--- config.mk ---
export PLATFORM = sky130hd
export DESIGN_NAME = ext_bus_arb
export DESIGN_NICKNAME = d
export VERILOG_FILES = /design/src/rtl/ext_bus_pkg.sv /design/src/rtl/rr_arb2.sv /design/src/rtl/ext_bus_arb.sv
export SDC_FILE = /design/constraint.sdc
export NUM_CORES = 1
export LEC_CHECK = 0
export CORE_MARGIN = 10
export CORE_UTILIZATION = 45
export CTS_BUF_LIST = sky130_fd_sc_hd__clkbuf_4 sky130_fd_sc_hd__clkbuf_8
export DETAILED_ROUTE_END_ITERATION = 12
export PLACE_DENSITY = 0.83
export SYNTH_ARGS = -nofsm -noshare
export SYNTH_HDL_FRONTEND = slang
export SYNTH_SLANG_ARGS = --single-unit
--- constraint.sdc ---
create_clock -name clk -period 3.1 [get_ports clk]
set_input_delay 0.62 -clock clk [delete_from_list [all_inputs] [get_ports clk]]
set_output_delay 0.62 -clock clk [all_outputs]
set_load 0.01 [all_outputs]
--- src/rtl/ext_bus_pkg.sv ---
// Shared types and constants for the external peripheral bus arbiter.
package ext_bus_pkg;

  localparam int ADDR_W = 16;
  localparam int DATA_W = 16;
  localparam logic [DATA_W-1:0] ERR_RDATA = 16'hDEAD;
  localparam logic [3:0] MMIO_BASE = 4'hC;

  typedef enum logic [1:0] {
    IDLE   = 2'd0,
    ACCESS = 2'd1,
    DONE   = 2'd2
  } state_t;

endpackage

--- src/rtl/rr_arb2.sv ---
// Two-way round-robin grant decision; the last_grant history flop lives in the caller.
module rr_arb2 (
  input  logic req0,
  input  logic req1,
  input  logic last_grant,
  output logic grant_valid,
  output logic grant_id
);

  // On a tie the requester that was not served last wins.
  always_comb begin
    grant_valid = req0 | req1;
    if (req0 && req1) begin
      grant_id = ~last_grant;
    end else begin
      grant_id = req1;
    end
  end

endmodule

--- src/rtl/ext_bus_arb.sv ---
// Arbitrates two masters onto the external bus and sequences each access
// through wait states, a ready handshake and a ready timeout.
module ext_bus_arb
  import ext_bus_pkg::*;
#(
  parameter int unsigned WAIT_STATES = 1,
  parameter int unsigned TIMEOUT     = 255
) (
  input  logic              clk,
  input  logic              rst,
  input  logic              req0_re,
  input  logic              req0_we,
  input  logic [ADDR_W-1:0] req0_addr,
  input  logic [DATA_W-1:0] req0_wdata,
  output logic [DATA_W-1:0] req0_rdata,
  output logic              req0_done,
  output logic              req0_err,
  input  logic              req1_re,
  input  logic              req1_we,
  input  logic [ADDR_W-1:0] req1_addr,
  input  logic [DATA_W-1:0] req1_wdata,
  output logic [DATA_W-1:0] req1_rdata,
  output logic              req1_done,
  output logic              req1_err,
  output logic              bus_re,
  output logic              bus_we,
  output logic [ADDR_W-1:0] bus_addr,
  output logic [DATA_W-1:0] bus_wdata,
  input  logic [DATA_W-1:0] bus_rdata,
  input  logic              bus_rdy
);

  state_t            state;
  state_t            next_state;
  logic              req0;
  logic              req1;
  logic              grant_valid;
  logic              grant_id;
  logic              last_grant;
  logic              owner;
  logic              op_we;
  logic              err_flag;
  logic [ADDR_W-1:0] lat_addr;
  logic [DATA_W-1:0] lat_wdata;
  logic [DATA_W-1:0] rdata0;
  logic [DATA_W-1:0] rdata1;
  logic [3:0]        ws_cnt;
  logic [7:0]        to_cnt;
  logic              ws_zero;
  logic              to_zero;

  assign req0       = req0_re | req0_we;
  assign req1       = req1_re | req1_we;
  assign ws_zero    = (ws_cnt == 4'd0);
  assign to_zero    = (to_cnt == 8'd0);
  assign bus_addr   = lat_addr;
  assign bus_wdata  = lat_wdata;
  assign req0_rdata = rdata0;
  assign req1_rdata = rdata1;

  rr_arb2 u_arb (
    .req0        (req0),
    .req1        (req1),
    .last_grant  (last_grant),
    .grant_valid (grant_valid),
    .grant_id    (grant_id)
  );

  always_ff @(posedge clk or posedge rst) begin
    if (rst) begin
      state <= IDLE;
    end else begin
      state <= next_state;
    end
  end

  always_comb begin
    next_state = state;
    case (state)
      IDLE: begin
        if (grant_valid) begin
          next_state = ACCESS;
        end else begin
          next_state = IDLE;
        end
      end
      ACCESS: begin
        if (ws_zero && (bus_rdy || to_zero)) begin
          next_state = DONE;
        end else begin
          next_state = ACCESS;
        end
      end
      DONE:    next_state = IDLE;
      default: next_state = IDLE;
    endcase
  end

  // Strobes and completion flags decode only from state and latched registers.
  always_comb begin
    bus_re    = 1'b0;
    bus_we    = 1'b0;
    req0_done = 1'b0;
    req1_done = 1'b0;
    case (state)
      ACCESS: begin
        bus_re = ~op_we;
        bus_we = op_we;
      end
      DONE: begin
        req0_done = ~owner;
        req1_done = owner;
      end
      default: begin
        bus_re = 1'b0;
      end
    endcase
    req0_err = req0_done & err_flag;
    req1_err = req1_done & err_flag;
  end

  always_ff @(posedge clk or posedge rst) begin
    if (rst) begin
      last_grant <= 1'b1;
      owner      <= 1'b0;
      op_we      <= 1'b0;
      err_flag   <= 1'b0;
      lat_addr   <= 16'h0000;
      lat_wdata  <= 16'h0000;
      rdata0     <= 16'h0000;
      rdata1     <= 16'h0000;
      ws_cnt     <= 4'd0;
      to_cnt     <= 8'd0;
    end else begin
      case (state)
        IDLE: begin
          if (grant_valid) begin
            owner     <= grant_id;
            op_we     <= grant_id ? req1_we : req0_we;
            lat_addr  <= grant_id ? req1_addr : req0_addr;
            lat_wdata <= grant_id ? req1_wdata : req0_wdata;
            ws_cnt    <= 4'(WAIT_STATES);
            to_cnt    <= 8'(TIMEOUT);
            // History only moves on contention, so a lone requester cannot steal the next tie.
            if (req0 && req1) begin
              last_grant <= grant_id;
            end
          end
        end
        ACCESS: begin
          if (!ws_zero) begin
            ws_cnt <= ws_cnt - 4'd1;
          end else if (bus_rdy) begin
            if (!op_we && owner) begin
              rdata1 <= bus_rdata;
            end else if (!op_we) begin
              rdata0 <= bus_rdata;
            end
          end else if (to_zero) begin
            err_flag <= 1'b1;
            if (owner) begin
              rdata1 <= ERR_RDATA;
            end else begin
              rdata0 <= ERR_RDATA;
            end
          end else begin
            to_cnt <= to_cnt - 8'd1;
          end
        end
        DONE: begin
          err_flag <= 1'b0;
        end
        default: begin
          err_flag <= 1'b0;
        end
      endcase
    end
  end

endmodule
==> results.py, run 1 <==
metrics = {
    "run_status": {
        "status": "finished, final reports clean",
    },
    "synthesis": {
        "ys_warn_count": 0,
        "syn_nets": 432,
        "syn_avg_cell_area_um2": 11.3,
        "yosysTopAreaCell": "dfrtp_1",
        "synthArstFlopShare_pct": 100,
        "synthFlopType": "dfrtp_1",
        "synthesis.area_mm2": 0.00386,
        "ys_seq_area_share_pct": 53.2,
        "synth_cells": 342,
        "synth_edf_count": 0,
        "ys_seq_elements": 82,
        "synth_area_leaders": "dfrtp_1 (53%), mux2i_1 (8.8%), mux2_2 (6.4%)",
        "ys_types": 46,
        "synth_top_area_share_pct": 52.5,
    },
    "worst_setup_path": {
        "max_stage_delay_ns": 0.74,
        "end_kind": "flop",
        "worstPathMaxFanout": 16,
        "cp_data_required_time_ns": 3.34,
        "crit_chain": "clkdlybuf4s50_1, nor4b_1, a21oi_2, or3_1, mux2_4",
        "slowest_stage": "or3_1",
        "r2r_cells": 6,
        "cp.depth": 5,
        "cp_top_family": "simple AND/OR/NAND/NOR gates",
        "critical_path_buf_inv_count": 1,
        "crit_type": "input pin to flop",
        "cp-start-kind": "input pin",
        "cp.arrival_ns": 2.81,
    },
    "drt": {
        "wl_met2_um": 4890,
        "drc_errors": 0,
        "postRouteAntennaNets": 0,
        "vias_per_cell": 5.16,
        "highest_layer": "met4",
        "routed-via-count": 3137,
        "drtIter0Drc": 110,
        "drt_wl_total_um": 11100,
        "dr.pass1.iters": 4,
        "met3_length_um": 1570,
        "met1Wirelength_um": 4520,
        "wire_per_inst_um": 18.3,
    },
    "final_layout": {
        "n_antenna_cell": 0,
        "syn_to_final_growth_pct": 49.8,
        "layout.nets": 588,
        "final_common_cell": "clkdlybuf4s50_1",
        "drive_above_1_share_pct": 13.1,
        "layout_common_cells": "clkdlybuf4s50_1 (156), dfrtp_1 (81), nand2_1 (41)",
    },
    "clocking": {
        "cts.clk_slew.worst_paths_ns": 0.08,
        "post-cts-setup-buffer-count": 0,
        "ctsResizeCount": 0,
        "clk_latency_ns": 0.35,
        "cts_tree": "yes",
        "cts_num_sinks": 82,
        "h-tree-depth": 3,
        "cts-hold-fix-buffers": 0,
        "cts_root_buf": "clkbuf_8",
        "cts_max_path_buffers": 2,
        "cts_inserted_buffers": 9,
    },
    "sta": {
        "fmax_mhz": 388,
        "post-route-period-util_pct": 83.1,
        "whs_ns": 0.477,
        "tightest_slew_ns": 0.905,
        "finalSetupTns_ns": 0,
        "finalCriticalPeriod_ns": 2.58,
        "hold_violations": 0,
        "report.final.slew_viol_count": 0,
        "rsz0062_at_grt": "no",
        "skew_ns": 0.00882,
        "finalSetupViolations": 0,
        "slew_headroom_pct": 39.7,
    },
    "global_routing": {
        "grt_pass1_vias": 3375,
        "grt_use_total_pct": 17.4,
        "antenna_found_initial": 0,
        "grt_max_degree": 50,
        "grt_pass1_wl_um": 18000,
        "grt.overflow.total": 0,
    },
    "floorplan": {
        "die_height_um": 113,
        "io_pins": 157,
        "row_count": 33,
        "die_w_um": 113,
        "design.core.area_mm2": 0.00830,
        "dieArea_mm2": 0.0127,
        "initial_core_util_pct": 46.5,
    },
    "placement": {
        "gp_congestion": 0.834,
        "dp.final_hpwl_um": 8780,
        "portBuffers": 156,
    },
    "power_and_ir_drop": {
        "p_leak_nw": 2.53,
        "peakVddDrop_mv": 0.447,
        "powerDensity_mw_per_mm2": 866,
    },
    "job": {
        "maxCapViolCount": 0,
    },
    "worst_hold_path": {
        "min_path_type": "flop to flop",
        "min_path_cells": 2,
    },
}
==> flip-flops by register name, indices dropped and copies added, names as in the netlist <==
name        cells
bus_addr       16
bus_wdata      16
err_flag        1
last_grant      1
op_we           1
owner           1
req0_rdata     16
req1_rdata     16
state           2
to_cnt          8
ws_cnt          4
==> report_power, final <==
part           switching, mW  leakage (nW)  internal [mW]
logic                   1.03          1.43           1.30
registers              0.297         0.982           1.53
clock network          0.389         0.114          0.465
total                   1.71          2.53           3.30
==> cells by family (layout without fill, tap and decap cells) <==
| logic type | after synthesis | after routing | share of synthesized area (%) |
|---|---|---|---|
| xor gates and xnor gates | 2 | 2 | 0.454 |
| DFF | 82 | 82 | 53.2 |
| adders and majority gates | 3 | 3 | 0.973 |
| AOI/OAI and AO/OA | 58 | 58 | 8.62 |
| buffers and inverters | 25 | 186 | 2.76 |
| and+or+nand+nor | 106 | 106 | 14.9 |
| muxes | 66 | 66 | 19.1 |
==> cell usage after synthesis, types with 2 or more instances <==
master,instances
nor2b_1,5
mux2_2,22
mux2_4,10
or3b_2,2
o22ai_1,2
nor2_1,7
and2_1,7
nand3_1,2
or3_1,2
mux2i_1,34
o31ai_1,3
nand2b_1,15
ha_1,3
inv_1,8
or2_2,2
o21ai_0,37
dfrtp_1,81
nor3b_1,4
a21oi_1,7
a31oi_1,2
nand2_1,41
clkbuf_1,14
nor3_1,6
nor4_1,4
==> layer usage <==
metal / GRT usage [%] / vias up
met1: 20.2 / 1460
li1: - / 1514
met3: 11.5 / 12
met4: 5.08 / 0
met2: 25.7 / 151
met5: 0 / -
==> worst paths after layout <==
path,startpoint,endpoint,slack [ns]
worst min register to register,bus_addr[1],bus_addr[1],0.48
max in group asynchronous,rst,last_grant,1.77
min in group asynchronous,rst,req1_rdata[14],0.62
worst min-delay path,bus_addr[1],bus_addr[1],0.48
worst max-delay path,bus_rdy,req0_rdata[0],0.52
worst max register to register,ws_cnt[0],req0_rdata[0],0.67
==> worst reg2reg max path: cells and delay by family (launching register included) <==
kind	cells	cell delay [ns]
fa+ha+maj	1	0.24
flops	1	0.41
simple gates	3	1.12
buf+inv	1	0.10
mux	1	0.45
==> cell type report <==
| type | count | area (µm²) |
|---|---|---|
| Clock buffer | 10 | 131 |
| Clock inverter | 6 | 91.3 |
| Tap cell | 105 | 131 |
| Multi-Input combinational cell | 235 | 1710 |
| Fill cell | 602 | 2520 |
| Sequential cell | 82 | 2050 |
| Timing Repair Buffer | 162 | 1630 |
| Inverter | 8 | 31.3 |
==> stage by stage <==
step | area [µm²] | util [%] | cells | total power [mW] | setup WS (ns)
5_1_grt | 5780 | 69.7 | 608 | 5.37 | 0.405
4_1_cts | 5780 | 69.7 | 608 | 5.08 | 0.525
3_5_place_dp | 5560 | 67.0 | 592 | 4.20 | 0.148
3_3_place_gp | 5560 | 67.0 | 592 | 4.11 | 0.202
2_1_floorplan | 3860 | - | 342 | 2.93 | 0.373
6_report | 5780 | 69.7 | 608 | 5.01 | 0.522
Note: power is estimated with default switching activity, not from simulation.
==> run 2, diff against run 1 <==
Clock period 3.1 ns to 2.69 ns, I/O delays scaled along.
==> results.py, run 2 (synthesis results as in run 1) <==
metrics = {
    "sta": {
        "fmax_mhz": 408,
        "skew_ns": 0.0183,
        "hold_violations": 0,
        "tightest_slew_ns": 0.759,
        "rsz0062_at_grt": "no",
        "finalSetupTns_ns": 0,
        "finalCriticalPeriod_ns": 2.45,
        "report.final.slew_viol_count": 0,
        "slew_headroom_pct": 49.2,
        "post-route-period-util_pct": 91.0,
        "finalSetupViolations": 0,
    },
    "final_layout": {
        "layout_common_cells": "clkdlybuf4s50_1 (156), dfrtp_1 (81), nand2_1 (41)",
        "syn_to_final_growth_pct": 50.3,
        "final_common_cell": "clkdlybuf4s50_1",
        "n_antenna_cell": 0,
        "design_area_mm2": 0.00580,
        "layout.nets": 595,
        "final_cells": 615,
        "drive_above_1_share_pct": 14.3,
    },
    "clocking": {
        "h-tree-depth": 3,
        "cts_max_path_buffers": 2,
        "cts-hold-fix-buffers": 0,
        "clk_latency_ns": 0.37,
        "cts_inserted_buffers": 9,
        "post-cts-setup-buffer-count": 0,
        "cts_tree": "yes",
        "cts_num_sinks": 82,
        "cts.clk_slew.worst_paths_ns": 0.09,
        "cts_root_buf": "clkbuf_8",
        "ctsResizeCount": 0,
    },
    "job": {
        "maxCapViolCount": 0,
    },
    "power_and_ir_drop": {
        "peakVddDrop_mv": 0.546,
        "p_leak_nw": 2.54,
        "powerDensity_mw_per_mm2": 976,
    },
    "floorplan": {
        "row_count": 33,
        "dieArea_mm2": 0.0127,
        "initial_core_util_pct": 46.5,
        "die_height_um": 113,
        "die_w_um": 113,
        "design.core.area_mm2": 0.00830,
        "io_pins": 157,
    },
    "run_status": {
        "status": "finished, final reports clean",
    },
    "worst_setup_path": {
        "cp_data_required_time_ns": 2.15,
        "slowest_stage": "clkdlybuf4s50_1",
        "crit_chain": "nor2b_1, and3_1, clkdlybuf4s50_1",
        "end_kind": "output pin",
        "max_stage_delay_ns": 0.54,
        "cp-start-kind": "flop",
        "cp.arrival_ns": 1.91,
        "crit_type": "flop to output pin",
        "worstPathMaxFanout": 10,
    },
    "drt": {
        "wire_per_inst_um": 18.2,
        "dr.pass1.iters": 4,
        "routed-via-count": 3179,
        "drt_wl_total_um": 11200,
        "postRouteAntennaNets": 0,
        "drtIter0Drc": 105,
        "drc_errors": 0,
        "vias_per_cell": 5.17,
    },
    "placement": {
        "placed_cell_area_mm2": 0.00561,
        "portBuffers": 156,
        "dp.final_hpwl_um": 9020,
        "dp_cells": 599,
        "gp_congestion": 0.828,
    },
    "global_routing": {
        "grt_use_total_pct": 17.7,
        "grt_pass1_vias": 3495,
        "grt.overflow.total": 0,
        "antenna_found_initial": 0,
        "grt_pass1_wl_um": 18300,
        "grt_max_degree": 65,
    },
    "worst_hold_path": {
        "min_path_type": "flop to flop",
    },
}
==> run 2: where the power goes <==
part | internal, mW | total [mW] | switching, mW | leakage [nW]
Sequential | 1.76 | 2.09 | 0.330 | 0.982
Combinational | 1.52 | 2.72 | 1.20 | 1.46
Clock | 0.370 | 0.853 | 0.483 | 0.0895
==> run 2: through the flow <==
stage / utilization (%) / total power, mW / hold WS (ns) / setup WS [ns]
global route: 69.9 / 6.06 / 0.514 / 0.117
detailed placement: 67.6 / 4.88 / 0.469 / 0.207
global placement: 67.6 / 4.76 / 0.461 / 0.237
CTS: 69.9 / 5.75 / 0.488 / 0.233
floorplan: - / 3.38 / 0.445 / 0.0452
finish: 69.9 / 5.66 / 0.482 / 0.241
==> run 2: final timing paths <==
| kind | slack, ns | cells past startpoint | to | start |
|---|---|---|---|---|
| max | 0.24 | 3 | req1_err | state[1] |
| min | 0.48 | 2 | bus_addr[14] | bus_addr[14] |
| max reg2reg | 0.54 | 6 | to_cnt[7] | to_cnt[0] |
| min reg2reg | 0.48 | 2 | bus_addr[14] | bus_addr[14] |
| max in group asynchronous | 1.59 | 3 | last_grant | rst |
| min in group asynchronous | 0.50 | 2 | bus_wdata[4] | rst |
==> run 2: area by class of cell <==
type / instances / area (µm²)
inverter: 8 / 31.3
clock buffer: 10 / 138
multi-input combinational: 235 / 1710
sequential: 82 / 2050
fill: 600 / 2500
timing repair buffer: 169 / 1680
tap: 105 / 131
clock inverter: 6 / 50.0
==> run 2: critical path: cells and delay by family, from the launching register on <==
kind                   cells  cell delay [ns]
buffers and inverters      1             0.54
and+or+nand+nor            2             0.49
DFF                        1             0.53
==> run 2: per-layer routing <==
| layer | share of wire [%] | GRT usage [%] | up-vias |
|---|---|---|---|
| met2 | 45 | 26.9 | 147 |
| met4 | 1.6 | 6.26 | 0 |
| met5 | 0 | 0 | - |
| met3 | 15 | 11.2 | 18 |
| met1 | 39 | 19.8 | 1488 |
| li1 | - | - | 1526 |
